## src/rtl/seq_scan_ctrl.sv

```systemverilog
// seq_scan_ctrl: serial pattern scanner that counts hits of a latched
// PAT_W-bit pattern on a valid-qualified bit stream and ends a run
// when the hit target is reached or the run is stopped.
//
// Ports:
//   clk, rst (async, active-low)
//   cfg_pattern/cfg_overlap/cfg_hits/cfg_timeout : run setup, latched on start
//   start, stop                                  : run control
//   din, din_valid                               : serial input
//   detected, hit_count, busy, done, timeout     : status
//
// Build option: define SEQ_TIMEOUT_EN to add the inter-hit timeout
// counter; otherwise timeout is tied low and cfg_timeout is ignored.
module seq_scan_ctrl #(
    parameter int PAT_W = 4,
    parameter int CNT_W = 8,
    parameter int TO_W  = 8
) (
    input  logic             clk,
    input  logic             rst,
    input  logic [PAT_W-1:0] cfg_pattern,
    input  logic             cfg_overlap,
    input  logic [CNT_W-1:0] cfg_hits,
    input  logic [TO_W-1:0]  cfg_timeout,
    input  logic             start,
    input  logic             stop,
    input  logic             din,
    input  logic             din_valid,
    output logic             detected,
    output logic [CNT_W-1:0] hit_count,
    output logic             busy,
    output logic             done,
    output logic             timeout
);

    localparam logic [1:0] S_IDLE   = 2'd0;
    localparam logic [1:0] S_ARMED  = 2'd1;
    localparam logic [1:0] S_FINISH = 2'd2;

    localparam int FW = $clog2(PAT_W + 1);
    localparam logic [FW-1:0]    FILL_FULL = FW'(PAT_W);
    localparam logic [CNT_W-1:0] CNT_MAX   = '1;

    logic [1:0]       state_q, state_d;
    logic [PAT_W-1:0] pat_q, pat_d;
    logic             ovl_q, ovl_d;
    logic [CNT_W-1:0] tgt_q, tgt_d;
    logic [PAT_W-1:0] shift_q, shift_d;
    logic [FW-1:0]    fill_q, fill_d;
    logic [CNT_W-1:0] hit_count_q, hit_count_d;
    logic             detected_q, detected_d;
    logic             done_q, done_d;

    logic [PAT_W-1:0] shift_nx;
    logic [FW-1:0]    fill_nx;
    logic [CNT_W-1:0] cnt_inc;
    logic [CNT_W-1:0] tgt_eff;
    logic             hit;

`ifdef SEQ_TIMEOUT_EN
    logic [TO_W-1:0] lim_q, lim_d;
    logic [TO_W-1:0] to_cnt_q, to_cnt_d;
    logic [TO_W-1:0] to_inc;
    logic            timeout_q, timeout_d;
`else
    logic unused_cfg_timeout;
    assign unused_cfg_timeout = ^cfg_timeout;
`endif

    // Candidate values for this sample; committed only when din_valid.
    assign shift_nx = {shift_q[PAT_W-2:0], din};
    assign fill_nx  = (fill_q == FILL_FULL) ? fill_q : fill_q + 1'b1;
    assign hit      = (fill_nx == FILL_FULL) && (shift_nx == pat_q);
    assign cnt_inc  = (hit_count_q == CNT_MAX) ? hit_count_q
                                               : hit_count_q + 1'b1;
    // A target of zero behaves like a target of one.
    assign tgt_eff  = (tgt_q == '0) ? CNT_W'(1) : tgt_q;
`ifdef SEQ_TIMEOUT_EN
    assign to_inc   = to_cnt_q + 1'b1;
`endif

    always_comb begin
        state_d     = state_q;
        pat_d       = pat_q;
        ovl_d       = ovl_q;
        tgt_d       = tgt_q;
        shift_d     = shift_q;
        fill_d      = fill_q;
        hit_count_d = hit_count_q;
        detected_d  = 1'b0;
        done_d      = 1'b0;
`ifdef SEQ_TIMEOUT_EN
        lim_d       = lim_q;
        to_cnt_d    = to_cnt_q;
        timeout_d   = timeout_q;
`endif
        unique case (state_q)
            S_IDLE: begin
                if (start) begin
                    state_d     = S_ARMED;
                    pat_d       = cfg_pattern;
                    ovl_d       = cfg_overlap;
                    tgt_d       = cfg_hits;
                    shift_d     = '0;
                    fill_d      = '0;
                    hit_count_d = '0;
`ifdef SEQ_TIMEOUT_EN
                    lim_d       = cfg_timeout;
                    to_cnt_d    = '0;
                    timeout_d   = 1'b0;
`endif
                end
            end
            S_ARMED: begin
                // Stop wins over any hit or timeout in the same cycle.
                if (stop) begin
                    state_d = S_FINISH;
                    done_d  = 1'b1;
                end else if (din_valid) begin
                    shift_d = shift_nx;
                    fill_d  = fill_nx;
                    if (hit) begin
                        detected_d  = 1'b1;
                        hit_count_d = cnt_inc;
                        if (!ovl_q) begin
                            fill_d = '0;
                        end
`ifdef SEQ_TIMEOUT_EN
                        to_cnt_d = '0;
`endif
                        if (cnt_inc == tgt_eff) begin
                            state_d = S_FINISH;
                            done_d  = 1'b1;
                        end
                    end
`ifdef SEQ_TIMEOUT_EN
                    else begin
                        to_cnt_d = to_inc;
                        if (lim_q != '0 && to_inc == lim_q) begin
                            state_d   = S_FINISH;
                            done_d    = 1'b1;
                            timeout_d = 1'b1;
                        end
                    end
`endif
                end
            end
            S_FINISH: begin
                state_d = S_IDLE;
            end
            default: begin
                state_d = S_IDLE;
            end
        endcase
    end

    always_ff @(posedge clk or negedge rst) begin
        if (!rst) begin
            state_q     <= S_IDLE;
            pat_q       <= '0;
            ovl_q       <= 1'b0;
            tgt_q       <= '0;
            shift_q     <= '0;
            fill_q      <= '0;
            hit_count_q <= '0;
            detected_q  <= 1'b0;
            done_q      <= 1'b0;
        end else begin
            state_q     <= state_d;
            pat_q       <= pat_d;
            ovl_q       <= ovl_d;
            tgt_q       <= tgt_d;
            shift_q     <= shift_d;
            fill_q      <= fill_d;
            hit_count_q <= hit_count_d;
            detected_q  <= detected_d;
            done_q      <= done_d;
        end
    end

`ifdef SEQ_TIMEOUT_EN
    always_ff @(posedge clk or negedge rst) begin
        if (!rst) begin
            lim_q     <= '0;
            to_cnt_q  <= '0;
            timeout_q <= 1'b0;
        end else begin
            lim_q     <= lim_d;
            to_cnt_q  <= to_cnt_d;
            timeout_q <= timeout_d;
        end
    end
    assign timeout = timeout_q;
`else
    assign timeout = 1'b0;
`endif

    assign detected  = detected_q;
    assign hit_count = hit_count_q;
    assign busy      = (state_q == S_ARMED);
    assign done      = done_q;

endmodule

```

## config.mk

```make
export PLATFORM = sky130hd
export DESIGN_NAME = seq_scan_ctrl
export DESIGN_NICKNAME = d
export VERILOG_FILES = /design/src/rtl/seq_scan_ctrl.sv
export SDC_FILE = /design/constraint.sdc
export NUM_CORES = 1
export LEC_CHECK = 0
export CORE_MARGIN = 2
export CORE_UTILIZATION = 40
export CTS_BUF_LIST = sky130_fd_sc_hd__clkbuf_2
export CTS_CLUSTER_SIZE = 40
export DETAILED_ROUTE_END_ITERATION = 16
export PLACE_DENSITY = 0.72
export SKIP_LAST_GASP = 1
export SLEW_MARGIN = 0
export SYNTH_ARGS = -nofsm -noshare
export SYNTH_HDL_FRONTEND = slang
export SYNTH_SLANG_ARGS = --single-unit
```

## constraint.sdc

```tcl
create_clock -name clk -period 5.9 [get_ports clk]
set_input_delay 0.885 -clock clk [delete_from_list [all_inputs] [get_ports clk]]
set_output_delay 0.885 -clock clk [all_outputs]
set_load 0.02 [all_outputs]
```

==> out/qor.txt, run 1 <==
outcome -> finished, final reports clean
total track usage -> 16.2%
crit path kind -> register to primary output
Layout Skew -> 13.7 ps
Mapped Cells -> 193
Worst Reg2Reg Path Length in Cells -> 7
Seq/Total Area, Yosys -> 40.7%
pwr dens -> 397 nW/um^2
routability-driven placement congestion ratio -> 0.931
first-pass GRT wire length -> 6640 um
syn nets -> 223
synth warn -> 0
syn_area_per_cell -> 9.87 sq um
Placed Cells -> 268
hold path cells -> 1
core region area -> 4660 sq um
Tightest Pin Transition -> 1070 ps
Area contributors post-synth -> dfrtp_1 41%, mux2_2 6.5%, nand2_1 3.7%
# rows -> 25
WP data required -> 5020 ps
Worst R2R Start -> fill_q[0]
worst-path fanout max -> 15
Final TNS setup -> 0 ps
end of the worst hold path -> ovl_q
Arr. time, crit path -> 2190 ps
ANT cells -> 0
VDD IR max -> 192 uV
Die Footprint -> 5330 sq um
Post-synth top flop -> dfrtp_1
CTS tree -> yes
top cell type by total area after synthesis -> dfrtp_1
achievable frequency -> 325 MHz
Post-Syn Area -> 1900 sq um
DR vias -> 1585
antenna violations before repair -> 0
P_leak -> 0.871 nW
GRT overflow -> 0
worst path cell trace -> nand2b_1 > inv_2 > clkdlybuf4s50_1
Routed wire per std cell -> 14.1 um
clock sink count -> 31
Tmin final -> 3080 ps
final std cells w/o fill -> 276
TritonCTS buffer count -> 5
Final Cycle Share -> 52.2%
Unique masters post-synth -> 55
Worst R2R End -> hit_count[0]
clk buf depth -> 2
Area growth syn-to-layout -> 18.1%
die height -> 73 um
Final Slew Violations -> 0
CP max-delay cell -> clkdlybuf4s50_1
drt total wl -> 3890 um
layout cell share with drive strength beyond 1 -> 15.3%
DR pass1 iterations -> 4
R2R setup slack -> 3470 ps
CTS Hold Buffers Added -> 0
vias per inst -> 5.74
die width -> 73 um
Reg clk slew, reported paths -> 170 ps
worst-skew pair later-pin latency -> 380 ps
EDFF count, synth -> 0
antenna viol nets, final -> 0
post_cts resized -> 0
IO buf count -> 29
hold_sp -> ovl_q
final hold vios -> 0
Hold WC Path Type -> register to register
Ports -> 39
CP max stage delay -> 660 ps
initial cell density of the core -> 40.9%
initial drt markers -> 109
post-CTS setup buffer count -> 0
final HPWL from detailed placement -> 2870 um
Root Buffer -> clkbuf_2
Post-synth ARST share -> 100%
total of max-cap violations -> 0
relative slew slack -> 28.6%
unrepaired setup endpoints after global routing -> false
Startpoint Class -> register
Residual DRC -> 0
Tot Pwr -> 0.894 mW
Yosys top cell area share -> 40.7%
Yosys reg bits -> 31
final setup violation count -> 0
vias in the first global route -> 1395
Setup crit end kind -> primary output
nets@finish -> 251
H-Tree Depth -> 2
Post-Route Utilization -> 48.2%
pin count of the biggest net entering global routing -> 32
[per-stage QoR]
stage | instance area, sq um | worst slack [ps] | hold WS [ps]
2_1_floorplan | 1900 | 3720 | 470
3_3_place_gp | 2210 | 3020 | 486
3_5_place_dp | 2210 | 3030 | 492
4_1_cts | 2250 | 2800 | 530
5_1_grt | 2250 | 2680 | 550
6_report | 2250 | 2820 | 524
[critical path: cells and delay by family (launching register included)]
family,cells,cell delay (ps)
simple gates,1,370
buf+inv,2,1000
flops,1,440
[how the worst max path moves through the flow]
stage	start	to	slack [ps]
CTS	state_q[1]	busy	2800
finish	state_q[1]	busy	2820
global route	state_q[1]	busy	2680
detailed placement	stop	hit_count[0]	3030
global placement	start	pat_q[1]	3020
floorplan	hit_count[0]	done	3720
[where the power goes]
group	total [mW]	switching [mW]	internal (mW)
Combinational	0.423	0.217	0.206
Sequential	0.365	0.0785	0.286
Clock	0.105	0.0752	0.0302
[cell usage after synthesis (2+ instances only)]
library cell and number:
buf_4 6, a22o_1 3, nand2_1 19, nor2b_1 3, o22ai_1 4, a21oi_1 13, a21boi_0 2, nand4b_1 2
nand4_1 4, clkbuf_1 2, nor2_1 7, xor2_1 3, nand2b_1 3, dfrtp_1 31, nor4_1 3, nor4b_1 2
ha_1 3, o21ai_1 3, a31oi_1 5, xnor2_1 8, mux2_2 11, inv_2 2, and3_1 4, o21ai_0 9
nor3_1 4, nand3_1 4, inv_1 5
[cell families (layout without fill, tap and decap cells)]
| group | Yosys count | in the layout | synth area share (%) |
|---|---|---|---|
| buffers and inverters | 16 | 45 | 4.73 |
| adder cells (fa/ha/maj) | 3 | 3 | 1.97 |
| AND/OR/NAND/NOR | 68 | 68 | 21.7 |
| other | 1 | 1 | 0.197 |
| AO/OA/AOI/OAI | 51 | 51 | 18.5 |
| multiplexers | 12 | 12 | 7.03 |
| flip-flops | 31 | 31 | 40.7 |
| XOR/XNOR | 11 | 11 | 5.06 |
[layout make-up]
class,count,area (sq um)
clock buffers,6,30.0
clock inverters,2,12.5
fillers,445,2410
inverters,7,26.3
multi-input cells,146,1040
flip-flops and latches,31,776
well taps,54,67.6
repair buffers,30,298
[placed cells by master, fill, tap and decap left out, drive strengths merged, types with 2 or more instances in the layout]
master | netlist | final
clkdlybuf4s50 | 0 | 29
o21ai | 13 | 13
nand2b | 3 | 3
dfrtp | 31 | 31
nand3 | 5 | 5
nand4 | 4 | 4
nand4b | 2 | 2
xor2 | 3 | 3
and3 | 4 | 4
inv | 7 | 7
nor4b | 3 | 3
clkbuf | 2 | 6
nor2b | 3 | 3
nor2 | 7 | 7
a22o | 3 | 3
a31oi | 6 | 6
a21boi | 2 | 2
ha | 3 | 3
xnor2 | 8 | 8
o22ai | 4 | 4
nor3 | 4 | 4
nor4 | 3 | 3
nor3b | 2 | 2
mux2 | 11 | 11
nand2 | 20 | 20
a21oi | 14 | 14
[layer usage]
metal | vias up | part of all wire [%] | GRT usage (%)
met5 | - | 0 | 0
met4 | 0 | 1.5 | 5.56
met3 | 5 | 6.1 | 4.42
met2 | 46 | 46 | 24.0
met1 | 765 | 47 | 22.6
li1 | 769 | - | -
[sequential cells by signal (all words and copies together) (netlist names)]
signal,count
hit_count,8
done,1
ovl_q,1
state_q,2
shift_q,3
fill_q,3
pat_q,4
detected,1
tgt_q,8
No activity file was read; power rests on OpenSTA's default activity.
==> run 2: changes to the inputs <==
Clock period 5.9 ns to 3 ns, I/O delays scaled along.
==> out/qor.txt, run 2 (synthesis gave the netlist of run 1 again) <==
CP Launch Point -> state_q[1]
post_cts resized -> 0
nets@finish -> 253
Die Footprint -> 5330 sq um
Ports -> 39
P_leak -> 0.905 nW
unrepaired setup endpoints after global routing -> false
Startpoint Class -> register
Final Slew Violations -> 0
Worst R2R Start -> fill_q[0]
Tmin final -> 2500 ps
die width -> 73 um
worst-path fanout max -> 15
vias per inst -> 5.62
pin count of the biggest net entering global routing -> 32
Placed Cells -> 270
outcome -> finished, final reports clean
H-Tree Depth -> 2
core region area -> 4660 sq um
WP data required -> 2550 ps
DR vias -> 1562
final HPWL from detailed placement -> 2910 um
Final TNS setup -> 0 ps
CTS tree -> yes
Hold WC Path Type -> input port to async pin
total track usage -> 16.9%
Tightest Pin Transition -> 548 ps
clock sink count -> 31
GRT overflow -> 0
ANT cells -> 0
antenna violations before repair -> 0
commonest non-fill, non-tap cell in the layout -> dfrtp_1
die height -> 73 um
post-CTS setup buffer count -> 0
first-pass GRT wire length -> 6960 um
layout cell share with drive strength beyond 1 -> 16.1%
# rows -> 25
relative slew slack -> 63.2%
Arr. time, crit path -> 2050 ps
total of max-cap violations -> 0
CTS Hold Buffers Added -> 0
fillers -> 437
TritonCTS buffer count -> 5
Tot Pwr -> 1.95 mW
Final Cycle Share -> 83.4%
commonest cells after routing, fill and taps aside -> 31 x dfrtp_1, 29 x clkdlybuf4s50_1, 19 x nand2_1
drt total wl -> 3960 um
antenna viol nets, final -> 0
Root Buffer -> clkbuf_2
Reg clk slew, reported paths -> 180 ps
achievable frequency -> 400 MHz
final setup violation count -> 0
Residual DRC -> 0
IO buf count -> 29
VDD IR max -> 369 uV
vias in the first global route -> 1449
initial cell density of the core -> 40.9%
Area growth syn-to-layout -> 21.4%
clk buf depth -> 2
initial drt markers -> 114
crit path kind -> register to primary output
Setup crit end kind -> primary output
DR pass1 iterations -> 4
routability-driven placement congestion ratio -> 0.896
worst-skew pair later-pin latency -> 390 ps
pwr dens -> 843 nW/um^2
Routed wire per std cell -> 14.2 um
final std cells w/o fill -> 278
final hold vios -> 0
Layout Skew -> 26.6 ps
[run 2: layer usage]
layer  wire (um)  GRT usage (%)  vias up
met5           0              0        -
met4          70           7.20        0
met3         212           3.73        7
met2        1780           24.3       46
met1        1900           24.4      740
li1            -              -      769
[run 2: power by group]
group          total, mW  internal (mW)  switching, mW
sequential         0.717          0.563          0.153
clock              0.380          0.229          0.152
combinational      0.851          0.419          0.432
[run 2: through the flow]
step	cell area [sq um]	setup WS [ps]	hold WS [ps]	util (%)
after global routing	2310	397	461	49.6
after detailed placement	2220	575	499	47.7
final	2310	497	416	49.6
after floorplan	1900	816	154	-
after global placement	2220	582	486	47.7
after CTS	2310	476	424	49.6
[run 2: path summary, 6_finish.rpt]
| kind | to | slack (ps) | cells past startpoint |
|---|---|---|---|
| worst max-delay path | busy | 500 | 4 |
| worst min-delay path | pat_q[3] | 420 | 2 |
| worst max register to register | hit_count[0] | 530 | 7 |
| worst min register to register | ovl_q | 540 | 1 |
| max in group asynchronous | hit_count[1] | 2270 | 2 |
| min in group clk | ovl_q | 540 | 1 |
[run 2: final cells by class]
| class | instances | area, sq um | share of cell area [%] |
|---|---|---|---|
| Timing Repair Buffer | 32 | 313 | 13.5 |
| Tap cell | 54 | 67.6 | 2.92 |
| Clock buffer | 6 | 30.0 | 1.30 |
| Sequential cell | 31 | 776 | 33.6 |
| Clock inverter | 2 | 60.1 | 2.60 |
| Inverter | 7 | 26.3 | 1.14 |
| Multi-Input combinational cell | 146 | 1040 | 44.9 |
[run 2: worst max-delay path, cell delays in order (launching register included)]
cell and delay, ps:
dfrtp_1 450, nand2b_1 150, buf_4 170, inv_2 220, clkdlybuf4s50_1 660
==> run 3: changes to the inputs <==
Settings changed: PLACE_DENSITY 0.72 to 0.74.
Clock period 3 ns to 2.1 ns, I/O delays scaled along.
==> out/qor.txt, run 3 (synthesis gave the netlist of run 1 again) <==
first-pass GRT wire length -> 7600 um
unrepaired setup endpoints after global routing -> true
Arr. time, crit path -> 2370 ps
VDD IR max -> 487 uV
Final Cycle Share -> 100%
fillers -> 412
Residual DRC -> 0
Worst R2R Start -> fill_q[0]
commonest cells after routing, fill and taps aside -> 29 x dfrtp_1, 29 x clkdlybuf4s50_1, 25 x buf_4
# rows -> 25
Setup crit end kind -> register
CP Buf/Inv Count -> 1
Root Buffer -> clkbuf_2
core region area -> 4660 sq um
clock sink count -> 31
Routed wire per std cell -> 14.5 um
total of max-cap violations -> 0
outcome -> complete, but fails checks
antenna viol nets, final -> 0
clk buf depth -> 2
DR vias -> 1675
IO buf count -> 29
Final Slew Violations -> 0
vias per inst -> 5.56
total track usage -> 18.6%
routing usage on met3 -> 4.42%
crit path kind -> register to register
GRT overflow -> 0
failing checks -> negative setup slack
worst-skew pair later-pin latency -> 380 ps
drt total wl -> 4380 um
PnR worst setup slack -> -2.56 ps
ANT cells -> 0
CP max stage delay -> 490 ps
Worst Reg2Reg Path Length in Cells -> 7
Placement Cell Area -> 2370 sq um
GR Util met1 -> 25.1%
worst slack, placed -> -56.7 ps
CP endpoint -> hit_count[0]
initial cell density of the core -> 40.9%
Worst R2R End -> hit_count[0]
Tmin final -> 2100 ps
Die Footprint -> 5330 sq um
pwr dens -> 1170 nW/um^2
die height -> 73 um
CP Launch Point -> fill_q[0]
vias in the first global route -> 1650
achievable frequency -> 476 MHz
WP data required -> 2370 ps
Reg clk slew, reported paths -> 180 ps
antenna violations before repair -> 0
die width -> 73 um
TritonCTS buffer count -> 5
Ports -> 39
CTS tree -> yes
H-Tree Depth -> 2
worst path cell trace -> inv_2 > ha_4 > or4b_4 > a21oi_4 > o21a_1 > o21ai_1 > mux2_2
Area growth syn-to-layout -> 34.6%
routability-driven placement congestion ratio -> 0.845
P_leak -> 1.02 nW
Startpoint Class -> register
initial drt markers -> 160
CTS Hold Buffers Added -> 0
Hold WC Path Type -> input port to async pin
R2R setup slack -> -3 ps
DR pass1 iterations -> 4
CP max-delay cell -> or4b_4
busiest grt layer -> met2
Top delay family on crit path -> compound AO/OA/AOI/OAI gates
final instance area -> 2560 sq um
layout cell share with drive strength beyond 1 -> 29.6%
final hold vios -> 0
M2 GR Usage -> 28.8%
final HPWL from detailed placement -> 3200 um
worst-path fanout max -> 4
Layout Skew -> 28.6 ps
Levels on crit path -> 7
final setup violation count -> 2
pin count of the biggest net entering global routing -> 32
nets@finish -> 276
Tot Pwr -> 2.99 mW
[run 3: timing repair]
item,4_1_cts,5_1_grt
buffers inserted,2,1
setup endpoints to repair,11,12
gates resized for setup,7,8
pin swaps,4,5
[run 3: worst min-delay path by stage]
stage	end	from	slack [ps]	cells past startpoint
global route	pat_q[3]	rst	330	2
global placement	shift_q[2]	shift_q[2]	490	2
CTS	pat_q[3]	rst	300	2
detailed placement	shift_q[2]	shift_q[2]	500	2
floorplan	detected	rst	20	0
finish	pat_q[3]	rst	290	2
[run 3: layout make-up]
cell class / instances / area (sq um) / share of cell area [%]
clock buffers: 6 / 30.0 / 1.17
clock inverters: 2 / 60.1 / 2.34
inverters: 7 / 26.3 / 1.03
multi-input cells: 146 / 1110 / 43.4
flip-flops and latches: 31 / 778 / 30.4
well taps: 54 / 67.6 / 2.64
repair buffers: 55 / 489 / 19.1
[run 3: per-layer routing]
metal	vias to the layer above	part of all wire (%)
met5	-	0
li1	814	-
met4	0	1.6
met1	807	45
met2	47	48
met3	7	5.4
[run 3: where the power goes]
part	internal (mW)	total, mW	switching (mW)
sequential	0.807	1.00	0.194
combinational	0.741	1.46	0.718
clock	0.327	0.532	0.206
[run 3: stage by stage]
stage,util [%],TNS (ps),cells,hold WS (ps)
global placement,50.9,-9.08,290,488
detailed placement,50.9,-202,290,495
CTS,54.0,-77.2,300,296
global route,55.0,-390,301,331
finish,55.0,-4.87,301,294
floorplan,-,-24.3,193,19.4
